--- config.mk ---
export PLATFORM = sky130hd
export DESIGN_NAME = timer_display_ctrl
export DESIGN_NICKNAME = d
export VERILOG_FILES = /design/src/rtl/kitchen_timer_pkg.sv /design/src/rtl/bcd_mmss_counter.sv /design/src/rtl/timer_display_ctrl.sv
export SDC_FILE = /design/constraint.sdc
export NUM_CORES = 1
export LEC_CHECK = 0
export BUFFER_PORTS_ARGS = -buffer_cell sky130_fd_sc_hd__buf_4
export CORE_MARGIN = 2
export CORE_UTILIZATION = 50
export DETAILED_ROUTE_END_ITERATION = 8
export PLACE_DENSITY = 0.69
export RECOVER_POWER = 100
export SLEW_MARGIN = 20
export SYNTH_ARGS = -nofsm -noshare
export SYNTH_HDL_FRONTEND = slang
export SYNTH_SLANG_ARGS = --single-unit
--- constraint.sdc ---
create_clock -name clk -period 2.6 [get_ports clk]
set_input_delay 0.13 -clock clk [delete_from_list [all_inputs] [get_ports clk]]
set_output_delay 0.13 -clock clk [all_outputs]
set_load 0.02 [all_outputs]
--- src/rtl/kitchen_timer_pkg.sv ---
// Shared types and constants for the kitchen-timer display controller.
package kitchen_timer_pkg;

    typedef enum logic [2:0] {
        ST_IDLE,
        ST_SET,
        ST_RUN,
        ST_PAUSE,
        ST_ALARM
    } state_e;

    localparam logic [15:0] BCD_ZERO     = 16'h0000;
    localparam logic [15:0] BCD_ONE_SEC  = 16'h0001;
    localparam logic [3:0]  SEC_MAX_TENS = 4'd5;
    localparam logic [7:0]  MIN_MAX      = 8'h99;

    // States in which the prescaler is allowed to run.
    function automatic logic is_timed(input state_e s);
        return (s == ST_RUN) || (s == ST_ALARM);
    endfunction

    // States in which the display may blink.
    function automatic logic is_blinking(input state_e s);
        return (s == ST_SET) || (s == ST_PAUSE) || (s == ST_ALARM);
    endfunction

endpackage

--- src/rtl/bcd_mmss_counter.sv ---
// MM:SS time register kept directly in BCD digits.
// Only one of clr/dec/inc_min/inc_sec is expected per cycle; clr wins, then dec.
// Seconds increments wrap 59->00 without carrying into minutes; minutes wrap 99->00.
module bcd_mmss_counter
    import kitchen_timer_pkg::*;
(
    input  logic        clk,
    input  logic        reset_n,
    input  logic        clr_i,
    input  logic        inc_min_i,
    input  logic        inc_sec_i,
    input  logic        dec_i,
    output logic [15:0] value_o,
    output logic        is_zero_o
);

    logic [3:0] mt_q, mo_q, st_q, so_q;
    logic [3:0] mt_d, mo_d, st_d, so_d;

    assign value_o   = {mt_q, mo_q, st_q, so_q};
    assign is_zero_o = (value_o == BCD_ZERO);

    // Next digit values: clear, one-second borrow chain, or edit increments.
    always_comb begin
        mt_d = mt_q;
        mo_d = mo_q;
        st_d = st_q;
        so_d = so_q;
        if (clr_i) begin
            mt_d = 4'd0;
            mo_d = 4'd0;
            st_d = 4'd0;
            so_d = 4'd0;
        end else if (dec_i && !is_zero_o) begin
            if (so_q != 4'd0) begin
                so_d = so_q - 4'd1;
            end else begin
                so_d = 4'd9;
                if (st_q != 4'd0) begin
                    st_d = st_q - 4'd1;
                end else begin
                    // SS was 00: borrow one minute, seconds become 59
                    st_d = SEC_MAX_TENS;
                    if (mo_q != 4'd0) begin
                        mo_d = mo_q - 4'd1;
                    end else begin
                        mo_d = 4'd9;
                        mt_d = mt_q - 4'd1;
                    end
                end
            end
        end else if (inc_min_i) begin
            if ({mt_q, mo_q} == MIN_MAX) begin
                mt_d = 4'd0;
                mo_d = 4'd0;
            end else if (mo_q == 4'd9) begin
                mo_d = 4'd0;
                mt_d = mt_q + 4'd1;
            end else begin
                mo_d = mo_q + 4'd1;
            end
        end else if (inc_sec_i) begin
            if (so_q == 4'd9) begin
                so_d = 4'd0;
                st_d = (st_q == SEC_MAX_TENS) ? 4'd0 : st_q + 4'd1;
            end else begin
                so_d = so_q + 4'd1;
            end
        end
    end

    // Digit registers.
    always_ff @(posedge clk) begin
        if (!reset_n) begin
            mt_q <= 4'd0;
            mo_q <= 4'd0;
            st_q <= 4'd0;
            so_q <= 4'd0;
        end else begin
            mt_q <= mt_d;
            mo_q <= mo_d;
            st_q <= st_d;
            so_q <= so_d;
        end
    end

endmodule

--- src/rtl/timer_display_ctrl.sv ---
// Kitchen-timer controller: SET/RUN/PAUSE/ALARM sequencing, one-second prescaler,
// alarm timeout and display blanking for a 4-digit MM:SS seven-segment display.
// Optional feature macro: TIMER_BLINK_EN (blinks digit_blank in SET/PAUSE/ALARM).
module timer_display_ctrl
    import kitchen_timer_pkg::*;
#(
    parameter int TICK_DIV   = 1000,
    parameter int ALARM_SECS = 30,
    parameter int BLINK_DIV  = 250
) (
    input  logic        clk,
    input  logic        reset_n,
    input  logic        btn_start,
    input  logic        btn_min,
    input  logic        btn_sec,
    input  logic        btn_clear,
    output logic [15:0] big_bin,
    output logic [3:0]  digit_blank,
    output logic        running,
    output logic        alarm
);

    localparam int             PW        = (TICK_DIV > 1) ? $clog2(TICK_DIV) : 1;
    localparam logic [PW-1:0]  PRE_LAST  = PW'(TICK_DIV - 1);
    localparam int             AW        = (ALARM_SECS > 1) ? $clog2(ALARM_SECS) : 1;
    localparam logic [AW-1:0]  ASEC_LAST = AW'(ALARM_SECS - 1);

    // Reject configurations the counters cannot represent.
    if (TICK_DIV < 1 || ALARM_SECS < 1 || BLINK_DIV < 1) begin : g_param_err
        $error("timer_display_ctrl: TICK_DIV, ALARM_SECS and BLINK_DIV must be >= 1");
    end

    state_e          state_q, state_d;
    logic [PW-1:0]   pre_q, pre_d;
    logic [AW-1:0]   asec_q, asec_d;
    logic            running_q, alarm_q;

    logic            cnt_clr, cnt_inc_min, cnt_inc_sec, cnt_dec;
    logic [15:0]     time_val;
    logic            time_zero;

    logic            p_clr, p_start, p_min, p_sec;
    logic            tick;

    // Only the highest-priority pulse in a cycle has any effect.
    assign p_clr   = btn_clear;
    assign p_start = btn_start & ~btn_clear;
    assign p_min   = btn_min   & ~btn_start & ~btn_clear;
    assign p_sec   = btn_sec   & ~btn_min   & ~btn_start & ~btn_clear;

    assign tick = (pre_q == PRE_LAST);

    bcd_mmss_counter u_time (
        .clk       (clk),
        .reset_n   (reset_n),
        .clr_i     (cnt_clr),
        .inc_min_i (cnt_inc_min),
        .inc_sec_i (cnt_inc_sec),
        .dec_i     (cnt_dec),
        .value_o   (time_val),
        .is_zero_o (time_zero)
    );

    // Next state and time-register commands.
    always_comb begin
        state_d     = state_q;
        cnt_clr     = 1'b0;
        cnt_inc_min = 1'b0;
        cnt_inc_sec = 1'b0;
        cnt_dec     = 1'b0;
        if (p_clr) begin
            state_d = ST_IDLE;
            cnt_clr = 1'b1;
        end else begin
            case (state_q)
                ST_IDLE: begin
                    if (p_min) begin
                        cnt_inc_min = 1'b1;
                        state_d     = ST_SET;
                    end else if (p_sec) begin
                        cnt_inc_sec = 1'b1;
                        state_d     = ST_SET;
                    end
                end
                ST_SET, ST_PAUSE: begin
                    if (p_start) begin
                        if (!time_zero) state_d = ST_RUN;
                    end else begin
                        cnt_inc_min = p_min;
                        cnt_inc_sec = p_sec;
                    end
                end
                ST_RUN: begin
                    // A pause request takes precedence over a coincident tick.
                    if (p_start) begin
                        state_d = ST_PAUSE;
                    end else if (tick) begin
                        cnt_dec = 1'b1;
                        if (time_val == BCD_ONE_SEC) state_d = ST_ALARM;
                    end
                end
                ST_ALARM: begin
                    if (p_start) begin
                        state_d = ST_IDLE;
                    end else if (tick && asec_q == ASEC_LAST) begin
                        state_d = ST_IDLE;
                    end
                end
                default: state_d = ST_IDLE;
            endcase
        end
    end

    // Prescaler and alarm-seconds counter; both restart whenever their state is (re)entered.
    always_comb begin
        pre_d  = '0;
        asec_d = '0;
        if (is_timed(state_q) && is_timed(state_d)) begin
            pre_d = tick ? '0 : pre_q + 1'b1;
        end
        if (state_q == ST_ALARM && state_d == ST_ALARM) begin
            asec_d = tick ? asec_q + 1'b1 : asec_q;
        end
    end

    // State, timers and registered status flags.
    always_ff @(posedge clk) begin
        if (!reset_n) begin
            state_q   <= ST_IDLE;
            pre_q     <= '0;
            asec_q    <= '0;
            running_q <= 1'b0;
            alarm_q   <= 1'b0;
        end else begin
            state_q   <= state_d;
            pre_q     <= pre_d;
            asec_q    <= asec_d;
            running_q <= (state_d == ST_RUN);
            alarm_q   <= (state_d == ST_ALARM);
        end
    end

    assign big_bin = time_val;
    assign running = running_q;
    assign alarm   = alarm_q;

`ifdef TIMER_BLINK_EN
    localparam int            BW         = (BLINK_DIV > 1) ? $clog2(BLINK_DIV) : 1;
    localparam logic [BW-1:0] BLINK_LAST = BW'(BLINK_DIV - 1);

    logic [BW-1:0] blink_cnt_q, blink_cnt_d;
    logic          blank_q, blank_d;
    logic          any_btn;

    assign any_btn = btn_start | btn_min | btn_sec | btn_clear;

    // Blink phase: starts visible on entry to a blinking state and on any button pulse.
    always_comb begin
        blink_cnt_d = '0;
        blank_d     = 1'b0;
        if (is_blinking(state_d) && state_d == state_q && !any_btn) begin
            if (blink_cnt_q == BLINK_LAST) begin
                blank_d = ~blank_q;
            end else begin
                blink_cnt_d = blink_cnt_q + 1'b1;
                blank_d     = blank_q;
            end
        end
    end

    // Blink phase registers.
    always_ff @(posedge clk) begin
        if (!reset_n) begin
            blink_cnt_q <= '0;
            blank_q     <= 1'b0;
        end else begin
            blink_cnt_q <= blink_cnt_d;
            blank_q     <= blank_d;
        end
    end

    assign digit_blank = {4{blank_q}};
`else
    assign digit_blank = 4'b0000;
`endif

endmodule

# Word level (Yosys, flattened, before mapping)
# Index checks and enable logic that the tools add are counted.
# op_classes
add_sub_neg	10
n_eq_ne	17
n_mux	51
bitwise	11
n_reduce_logical	24
# ops
operator	count
2-to-1 mux 4 bit	26
2-to-1 mux 3 bit	10
adder 4 x 1 -> 4 bit, second input constant	4
equality test 16 x 1 -> 1 bit, second input constant	1
zero test 16 bit	1
subtractor 4 x 1 -> 4 bit, second input constant	4
2-to-1 mux 1 bit	12
case mux 3 bit (4 select lines)	1
nonzero test 4 bit	3
adder 10 x 1 -> 10 bit, second input constant	1
equality test 10 bit, second input constant	1
equality test 3 x 2 -> 1 bit, second input constant	3
equality test 4 bit, second input constant	2
equality test 8 bit, second input constant	1
AND 1 bit	6
equality test 3 bit, second input constant	2
!= test 2 bit, second input constant	3
nonzero test 2 bit	3
adder 5 x 1 -> 5 bit, second input constant	1
equality test 5 bit, second input constant	1
inverter 1 bit	5
AND reduction 5 bit	1
equality test 4 x 3 -> 1 bit, second input constant	1
logical AND 1 bit	4
12 further kinds	16
# word_totals
ff_bits	36
inputBits	6
out_inout_bits	22

# Logic depth before layout (Yosys ltp)
# Gate-level depths: netlist (run 1).
# depth
word_depth	13
depth_mapped	11

# Cells and area by module
# From an unflattened synthesis (run 1), not the netlist that was laid out.
# hier_totals
cells_unflattened	288
hier_area_um2	2336.0
# by_module_without_submodules
mod	n_inst	cells_each	area_each_um2	seq_area_each_um2
bcd_mmss_counter	1	168	1286.2	320.3
timer_display_ctrl	1	120	1049.8	400.4

# Worst setup path after synthesis (run 1)
# OpenSTA, ideal clock, no wires.
# synth_timing
path_type	flip-flop to flip-flop
from	register u_time.mo_q[0]
to	register u_time.st_q[3]
arrival_time_ns	2.518
t_required_ns	2.485
path_slack_ns	-0.033
stages_incl_launch_ff	12
synth_period_minus_slack_ns	2.633
path_cell_list	dfxtp_1 > inv_1 > ha_1 > or3b_1 > clkbuf_1 > or4b_4 > buf_6 > and2_4 > buf_6 > o221ai_2 > nor3_1 > o21a_1
# synth_between
elab_chain_len	5
# synth_rtl
item	line	text
start: declaration	bcd_mmss_counter.sv:17	logic [3:0] mt_q, mo_q, st_q, so_q;
start signal: assignment	bcd_mmss_counter.sv:81	mo_q <= mo_d;
zero test 16 bit (*)	bcd_mmss_counter.sv:21	assign is_zero_o = (value_o == BCD_ZERO);
zero test 1 bit (*)	bcd_mmss_counter.sv:34	end else if (dec_i && !is_zero_o) begin
logical AND 1 bit (*)	bcd_mmss_counter.sv:34	
!= test 2 bit (no source line), or another cell as far along	n/a	
AND reduction 4 bit (no source line)	n/a	
end signal: assignment	bcd_mmss_counter.sv:82	st_q <= st_d;
end: declaration	bcd_mmss_counter.sv:17	
# Every way passes the cells marked *; elsewhere a longest branch is shown, timed or not.
# A chain may end at the register's enable or synchronous reset.

# Worst setup path in the final report (run 1)
# layout_timing
from	register u_time.mo_q[0]
to	register u_time.mo_q[1]
# layout_between
elab_chain_len	5
# layout_rtl
item	line	text
adder 4 x 1 -> 4 bit, or another cell as far along	bcd_mmss_counter.sv:60	mo_d = mo_q + 4'd1;
2-to-1 mux 4 bit, or another cell as far along	bcd_mmss_counter.sv:56	end else if (mo_q == 4'd9) begin
2-to-1 mux 4 bit, or another cell as far along	bcd_mmss_counter.sv:53	if ({mt_q, mo_q} == MIN_MAX) begin
2-to-1 mux 4 bit, or another cell as far along	bcd_mmss_counter.sv:52	end else if (inc_min_i) begin
2-to-1 mux 4 bit / AND reduction 3 bit (equally long branches)	n/a	
# Parallel ways exist; a longest one is shown, timed or not. The select of a mux whose other input is x is not followed.

==> run_results.csv, run 1 <==
group,metric,value,unit
power,power_switching,271,uW
setup_path,critical_path.cell_chain,"inv_2 -> ha_1 -> or3b_4 -> or4b_4 -> nand2_2 -> buf_4 -> nand3_1 -> a311oi_1",
global_route,grt_max_degree,14,
drt,drc,0,
setup_path,cp-start-kind,"flip-flop",
final_layout,area_growth,15.8,%
hold_path,hold_depth,3,
drt,totalWireLength,5320,um
setup_path,worst-r2r-cell-count,8,
logic_synthesis,seq_area_frac_synth,30.7,%
power,p_sw_share,23.8,%
logic_synthesis,ys_ff_latch,36,
logic_synthesis,synth_top_family_by_area,"simple AND/OR/NAND/NOR gates",
logic_synthesis,yosysMostFrequentCell,"nor2_1",
global_route,grt-ovfl-total,0,
timing,max-slew-margin-rel,60.1,%
final_layout,nFillCells,428,
power,p_leak,0.000996,uW
hold_path,min_to,"state_q[0]$_SDFF_PN0_",
timing,fin_tns_setup,0,ns
logic_synthesis,synth_compound_area_share,21.4,%
timing,skew,0.00572,ns
placement,post-dp-hpwl,3770,um
floorplan,dieArea,5270,sq um
floorplan,pin_count,28,
final_layout,layout.nets,344,
timing,tightestPinTransition,0.597,ns
global_route,antenna_found_initial,0,
power,total_power,1140,uW
logic_synthesis,synth_top_area_cell,"dfxtp_1",
logic_synthesis,synth_edf_count,0,
cts,cts_root_buf,"clkbuf_8",
logic_synthesis,synth_area,2350,sq um
drt,via_per_inst,5.82,
timing,max_freq,402,MHz
setup_path,crit_required,2.78,ns
cts,cts.sinks,36,
floorplan,start_util,52.9,%
logic_synthesis,synth_top_cells_by_count,"nor2_1, dfxtp_1, nand2_1",
setup_path,path_class,"flip-flop to flip-flop",
setup_path,critPathBufInv,2,
logic_synthesis,synthAdderAreaFrac,5.85,%
logic_synthesis,netlist.area_leader.share,30.7,%
floorplan,die_y,72.6,um
power,clkPwrFrac,45.5,%
cts,htreeDepth,2,
floorplan,die_w,72.6,um
setup_path,cp-end-kind,"flip-flop",
power,p_per_area,418,nW/um^2
logic_synthesis,syn-instance-count,290,
setup_path,arrival,2.67,ns
placement,place.gp.congestion,0.820,
cts,clk_latency,0.30,ns
hold_path,hp-start,"btn_start",
global_route,grt_pass1_vias,2052,
logic_synthesis,synth.area.top_cells,"dfxtp_1, nor2_1, ha_1",
floorplan,core,4440,sq um
floorplan,num_rows,24,
global_route,globalRouteTotalUtil,21.2,%
final_layout,antenna_cells,0,
drt,vias,2210,
final_layout,seqCellArea,722,sq um
timing,period_needed,2.49,ns
placement,portBuffers,23,
setup_path,slowest_delay,0.61,ns
logic_synthesis,syn_area_per_cell,8.11,sq um
drt,detail-route-antenna-nets,0,
setup_path,r2r_end,"u_time.mo_q[1]$_SDFFE_PP0P_",
cts,cts_tree,"built",
setup_path,worstPathMaxFanout,7,
power,pwr-share-comb,5.7,%
outcome,status,"completed",
timing,setup_viol,0,
timing,post-route-period-util,95.7,%
setup_path,r2r_start,"u_time.mo_q[0]$_SDFFE_PP0P_",
timing,drv_slew,0,
cts,cts_setup_buffers,0,
logic_synthesis,yosys.area_share.simple,28.3,%
drt,avgRoutedWirePerCell,14.0,um
timing,final-hold-violation-count,0,
final_layout,utilization,61.2,%
final_layout,multi_input_area,1520,sq um
logic_synthesis,synth_mux_area_share,0.852,%
drt,drtIter0Drc,77,
power,power.internal,867,uW
final_layout,drive_gt1_share,16.2,%
cts,numCtsBuffers,5,
logic_synthesis,synth_ff_type,"dfxtp_1",
logic_synthesis,synth_cell_types,62,
hold_path,hp-class,"primary input to flip-flop",
cts,hold_buffers,0,
cts,clockBufferDepth,2,
logic_synthesis,yosys_warnings,0,
logic_synthesis,synthArstFlopShare,0,%
power,seqPwrFrac,48.7,%
power,vdd.ir_drop.worst,0.000307,V
setup_path,critical-path-top-delay-family,"simple AND/OR/NAND/NOR gates",
setup_path,cpMaxStageDelayCell,"or4b_4",
logic_synthesis,synth_xor_area_share,6.33,%
run,drv_cap,0,
cts,path_clk_slew,0.08,ns
global_route,grt_pass1_wl,9030,um
setup_path,regToRegSetupSlack,0.11,ns
drt,drtPass1Iterations,4,
[state kept, by name, indices dropped and copies added, names as in the netlist]
register     cells
running          1
asec_q           5
u_time.so_q      4
alarm            1
u_time.mt_q      4
state_q          3
pre_q           10
u_time.st_q      4
u_time.mo_q      4
[repair_timing]
action / 4_1_cts / 5_1_grt
setup endpoints to repair: 0 / 14
gates resized for setup: 0 / 6
endpoints found under the hold margin: 0 / 0
[power by group through the flow]
stage	sequential, uW	clock [uW]	combinational (uW)
CTS	554	529	64.1
global placement	567	0	63.3
floorplan	570	0	46.8
detailed placement	567	0	63.8
finish	554	518	65.3
global route	555	549	72.0
[layer usage]
layer  track usage (%)  wire, um  up-vias
li1                  -         -     1123
met1              28.2      2540     1037
met2              34.0      2490       42
met3              4.01       202        8
met4              8.23        82        0
met5                 0         0        -
[cells by family after synthesis]
logic type / after synthesis
and+or+nand+nor: 125
DFF: 36
muxes: 2
AOI/OAI and AO/OA: 70
buffers and inverters: 28
other: 1
adders and majority gates: 11
xor gates and xnor gates: 17
[how the worst max path moves through the flow]
stage                                      startpoint                     endpoint  slack (ns)  cells past startpoint
final                     u_time.mo_q[0]$_SDFFE_PP0P_  u_time.mo_q[1]$_SDFFE_PP0P_        0.11                      8
after global routing              pre_q[1]$_SDFF_PP0_             alarm$_SDFF_PN0_      -0.003                      8
after CTS                 u_time.mo_q[0]$_SDFFE_PP0P_  u_time.mo_q[1]$_SDFFE_PP0P_        0.05                      8
after detailed placement  u_time.mo_q[0]$_SDFFE_PP0P_  u_time.mo_q[1]$_SDFFE_PP0P_        0.07                      8
after global placement    u_time.mo_q[0]$_SDFFE_PP0P_          pre_q[9]$_SDFF_PP0_        0.13                      8
after floorplan           u_time.mo_q[1]$_SDFFE_PP0P_  u_time.st_q[3]$_SDFFE_PP0P_        0.02                     11
[stage by stage]
step	cell area, sq um	hold slack [ns]	worst slack (ns)	instances
final	2720	0.197	0.113	380
after global placement	2650	0.491	0.129	371
after detailed placement	2650	0.507	0.0697	371
after CTS	2770	0.187	0.0522	379
after global routing	2720	0.216	-0.00303	380
after floorplan	2360	0.347	0.0185	293
[worst min-delay path, stage by stage]
cell	delay, ns
buf_4	0.13
o21bai_1	0.12
a311oi_1	0.08
[area by class of cell]
type | count | share of cell area [%]
clock inverter | 3 | 1.70
clock buffer | 5 | 2.53
multi-input combinational | 230 | 55.8
inverter | 8 | 1.10
timing repair buffer | 46 | 9.98
tap | 52 | 2.39
sequential | 36 | 26.5
[cells in the final DEF, fill, tap and decap left out, types with 9 or more instances in the layout]
cell type,n
a21oi_1,15
nor2_1,37
clkbuf_1,19
ha_1,11
nand3_1,13
nand2_1,24
xor2_1,9
dfxtp_1,35
buf_4,26
No activity file was read; power rests on OpenSTA's default activity.
==> run 2, diff against run 1 <==
Settings changed: ABC_AREA set to 1.
==> run 2 against run 1 <==
  * Critical path depth is 2 higher
  * Sequential share of layout area up 0.35 points
  * Design area shrank 1.5%
  * Flip-flop and latch count did not move
  * Clock power fell by 5.4%
  * Wire length is 6.0% lower
  * Core utilization fell by 4.5 points
  * Non-clock buffer count decreased by 22
  * Register-to-register slack improved by 0.17 ns
  * Combinational power decreased by 1%
  * Global-route usage shrank 1.8 points
  * Highest routed layer unchanged
==> run_results.csv, run 2 <==
group,metric,value,unit
logic_synthesis,synth_edf_count,0,
setup_path,slowest_delay,0.43,ns
timing,setup_viol,0,
timing,drv_slew,0,
logic_synthesis,synth_cell_types,43,
final_layout,nFillCells,493,
logic_synthesis,netlist.area_leader.share,29.3,%
power,p_per_area,414,nW/um^2
placement,place.gp.congestion,0.867,
final_layout,antenna_cells,0,
final_layout,seqCellArea,721,sq um
cts,hold_buffers,0,
power,total_power,1110,uW
drt,totalWireLength,5000,um
setup_path,path_class,"flip-flop to flip-flop",
timing,fin_ws,0.281,ns
setup_path,critical-path-top-delay-family,"simple AND/OR/NAND/NOR gates",
global_route,grt-ovfl-total,0,
drt,drc,0,
timing,max_freq,431,MHz
final_layout,utilization,56.8,%
cts,clk_latency,0.29,ns
logic_synthesis,ys_ff_latch,36,
final_layout,layout.nets,384,
drt,via_per_inst,4.94,
floorplan,pin_count,28,
final_layout,multi_input_area,1450,sq um
floorplan,dieArea,5500,sq um
timing,max-slew-margin-rel,64.3,%
cts,cts_tree,"built",
logic_synthesis,synth.area.top_cells,"dfxtp_1, nand2_1, inv_1",
cts,cts_root_buf,"clkbuf_8",
global_route,globalRouteTotalUtil,19.4,%
logic_synthesis,synth_area,2460,sq um
cts,path_clk_slew,0.07,ns
logic_synthesis,synth_top_area_cell,"dfxtp_1",
timing,tightestPinTransition,0.534,ns
placement,pre_cts_slack,0.354,ns
cts,cts_resized,0,
drt,avgRoutedWirePerCell,11.5,um
placement,place_area,2670,sq um
logic_synthesis,seq_area_frac_synth,29.3,%
final_layout,final_common_cell,"nand2_1",
floorplan,start_util,52.1,%
timing,rsz0062_at_grt,"no",
timing,final-hold-violation-count,0,
floorplan,num_rows,25,
logic_synthesis,yosysMostFrequentCell,"nand2_1",
timing,skew,0.00626,ns
final_layout,drive_gt1_share,15.5,%
setup_path,cpMaxStageDelayCell,"o21ai_0",
drt,drtPass1Iterations,4,
setup_path,crit_required,2.78,ns
logic_synthesis,syn-instance-count,340,
cts,numCtsBuffers,5,
cts,htreeDepth,2,
final_layout,area_growth,8.95,%
setup_path,cp-start-kind,"flip-flop",
final_layout,largest_reg_flops,10,
drt,drtIter0Drc,84,
power,vdd.ir_drop.worst,0.000339,V
run,drv_cap,0,
logic_synthesis,synth_ff_type,"dfxtp_1",
power,p_leak,0.00114,uW
global_route,grt_pass1_wl,8340,um
drt,vias,2150,
floorplan,core,4720,sq um
cts,cts.sinks,36,
global_route,grt_pass1_vias,1953,
timing,fin_tns_setup,0,ns
global_route,grt_max_degree,24,
cts,clockBufferDepth,2,
setup_path,critical_path.cell_chain,"ha_1 -> nand2_2 -> inv_2 -> nand4_4 -> nor3_2 -> nand2_2 -> o21ai_0 -> nand2_4 -> o21ai_0 -> nor2_1",
outcome,status,"completed",
timing,post-route-period-util,89.2,%
final_layout,final_cell_mix,"nand2_1, inv_1, nor2_1, dfxtp_1, o21ai_0",
setup_path,arrival,2.50,ns
setup_path,cp-end-kind,"flip-flop",
floorplan,die_w,74.2,um
placement,post-dp-hpwl,3820,um
timing,period_needed,2.32,ns
setup_path,worstPathMaxFanout,23,
floorplan,die_y,74.2,um
logic_synthesis,syn_area_per_cell,7.24,sq um
drt,detail-route-antenna-nets,0,
hold_path,hp-class,"primary input to flip-flop",
logic_synthesis,yosys_warnings,0,
final_layout,fin_area,2680,sq um
global_route,antenna_found_initial,0,
logic_synthesis,synth_top_cells_by_count,"nand2_1, inv_1, dfxtp_1, nor2_1, o21ai_0",
logic_synthesis,synthArstFlopShare,0,%
final_layout,largest-register,"pre_q",
setup_path,critPathBufInv,1,
final_layout,top_regs,"pre_q x10, asec_q x5",
cts,cts_setup_buffers,0,
placement,portBuffers,23,
==> run 2: metal layers <==
layer  share of wire [%]  GRT usage (%)  vias to the layer above
met5                   0              0                        -
met4                 1.4           6.67                        0
met3                 3.6           4.88                        8
met2                  47           33.3                       41
met1                  48           23.6                      961
li1                    -              -                     1140
==> run 2: layout make-up <==
class                           instances  share of cell area (%)
Tap cell                               67                    3.13
Sequential cell                        36                    26.9
Timing Repair Buffer                   24                    4.20
Inverter                               54                    7.56
Multi-Input combinational cell        246                    54.1
Clock buffer                            5                    2.57
Clock inverter                          3                    1.59
==> run 2: worst reg2reg max path, delay by kind of cell (launching register included) <==
kind            cells  cell delay, ns
compound gates      2            0.63
fa+ha+maj           1            0.23
buf+inv             1            0.08
flops               1            0.37
simple gates        6            0.92
==> run 2: worst paths after layout <==
check                                end           startpoint  cells after the start  slack (ns)
max          u_time.mt_q[1]$_SDFFE_PP0P_  pre_q[0]$_SDFF_PP0_                     10        0.28
max reg2reg  u_time.mt_q[1]$_SDFFE_PP0P_  pre_q[0]$_SDFF_PP0_                     10        0.28
min reg2reg          pre_q[0]$_SDFF_PP0_  pre_q[0]$_SDFF_PP0_                      1        0.46
min                state_q[1]$_SDFF_PN0_            btn_clear                      4        0.09
==> run 2: logic make-up (layout without fill, tap and decap cells) <==
kind of cell             count (synthesis)  after routing  synth area share (%)
buffers and inverters                   61             86                  10.9
AND/OR/NAND/NOR                        149            149                  32.5
adder cells (fa/ha/maj)                 11             11                  5.59
AO/OA/AOI/OAI                           65             65                  15.5
XOR/XNOR                                17             17                  6.05
flip-flops                              36             36                  29.3
other                                    1              4                 0.152
==> run 2: metrics by stage <==
stage,hold slack (ns),std cells
after CTS,0.0963,435
after global routing,0.111,435
after global placement,0.396,427
after floorplan,0.266,343
after detailed placement,0.401,427
final,0.0928,435
==> run 2: power breakdown <==
group | total [uW] | internal [uW] | switching, uW
Sequential | 556 | 553 | 3.18
Clock | 490 | 284 | 206
Combinational | 64.6 | 22.0 | 42.6
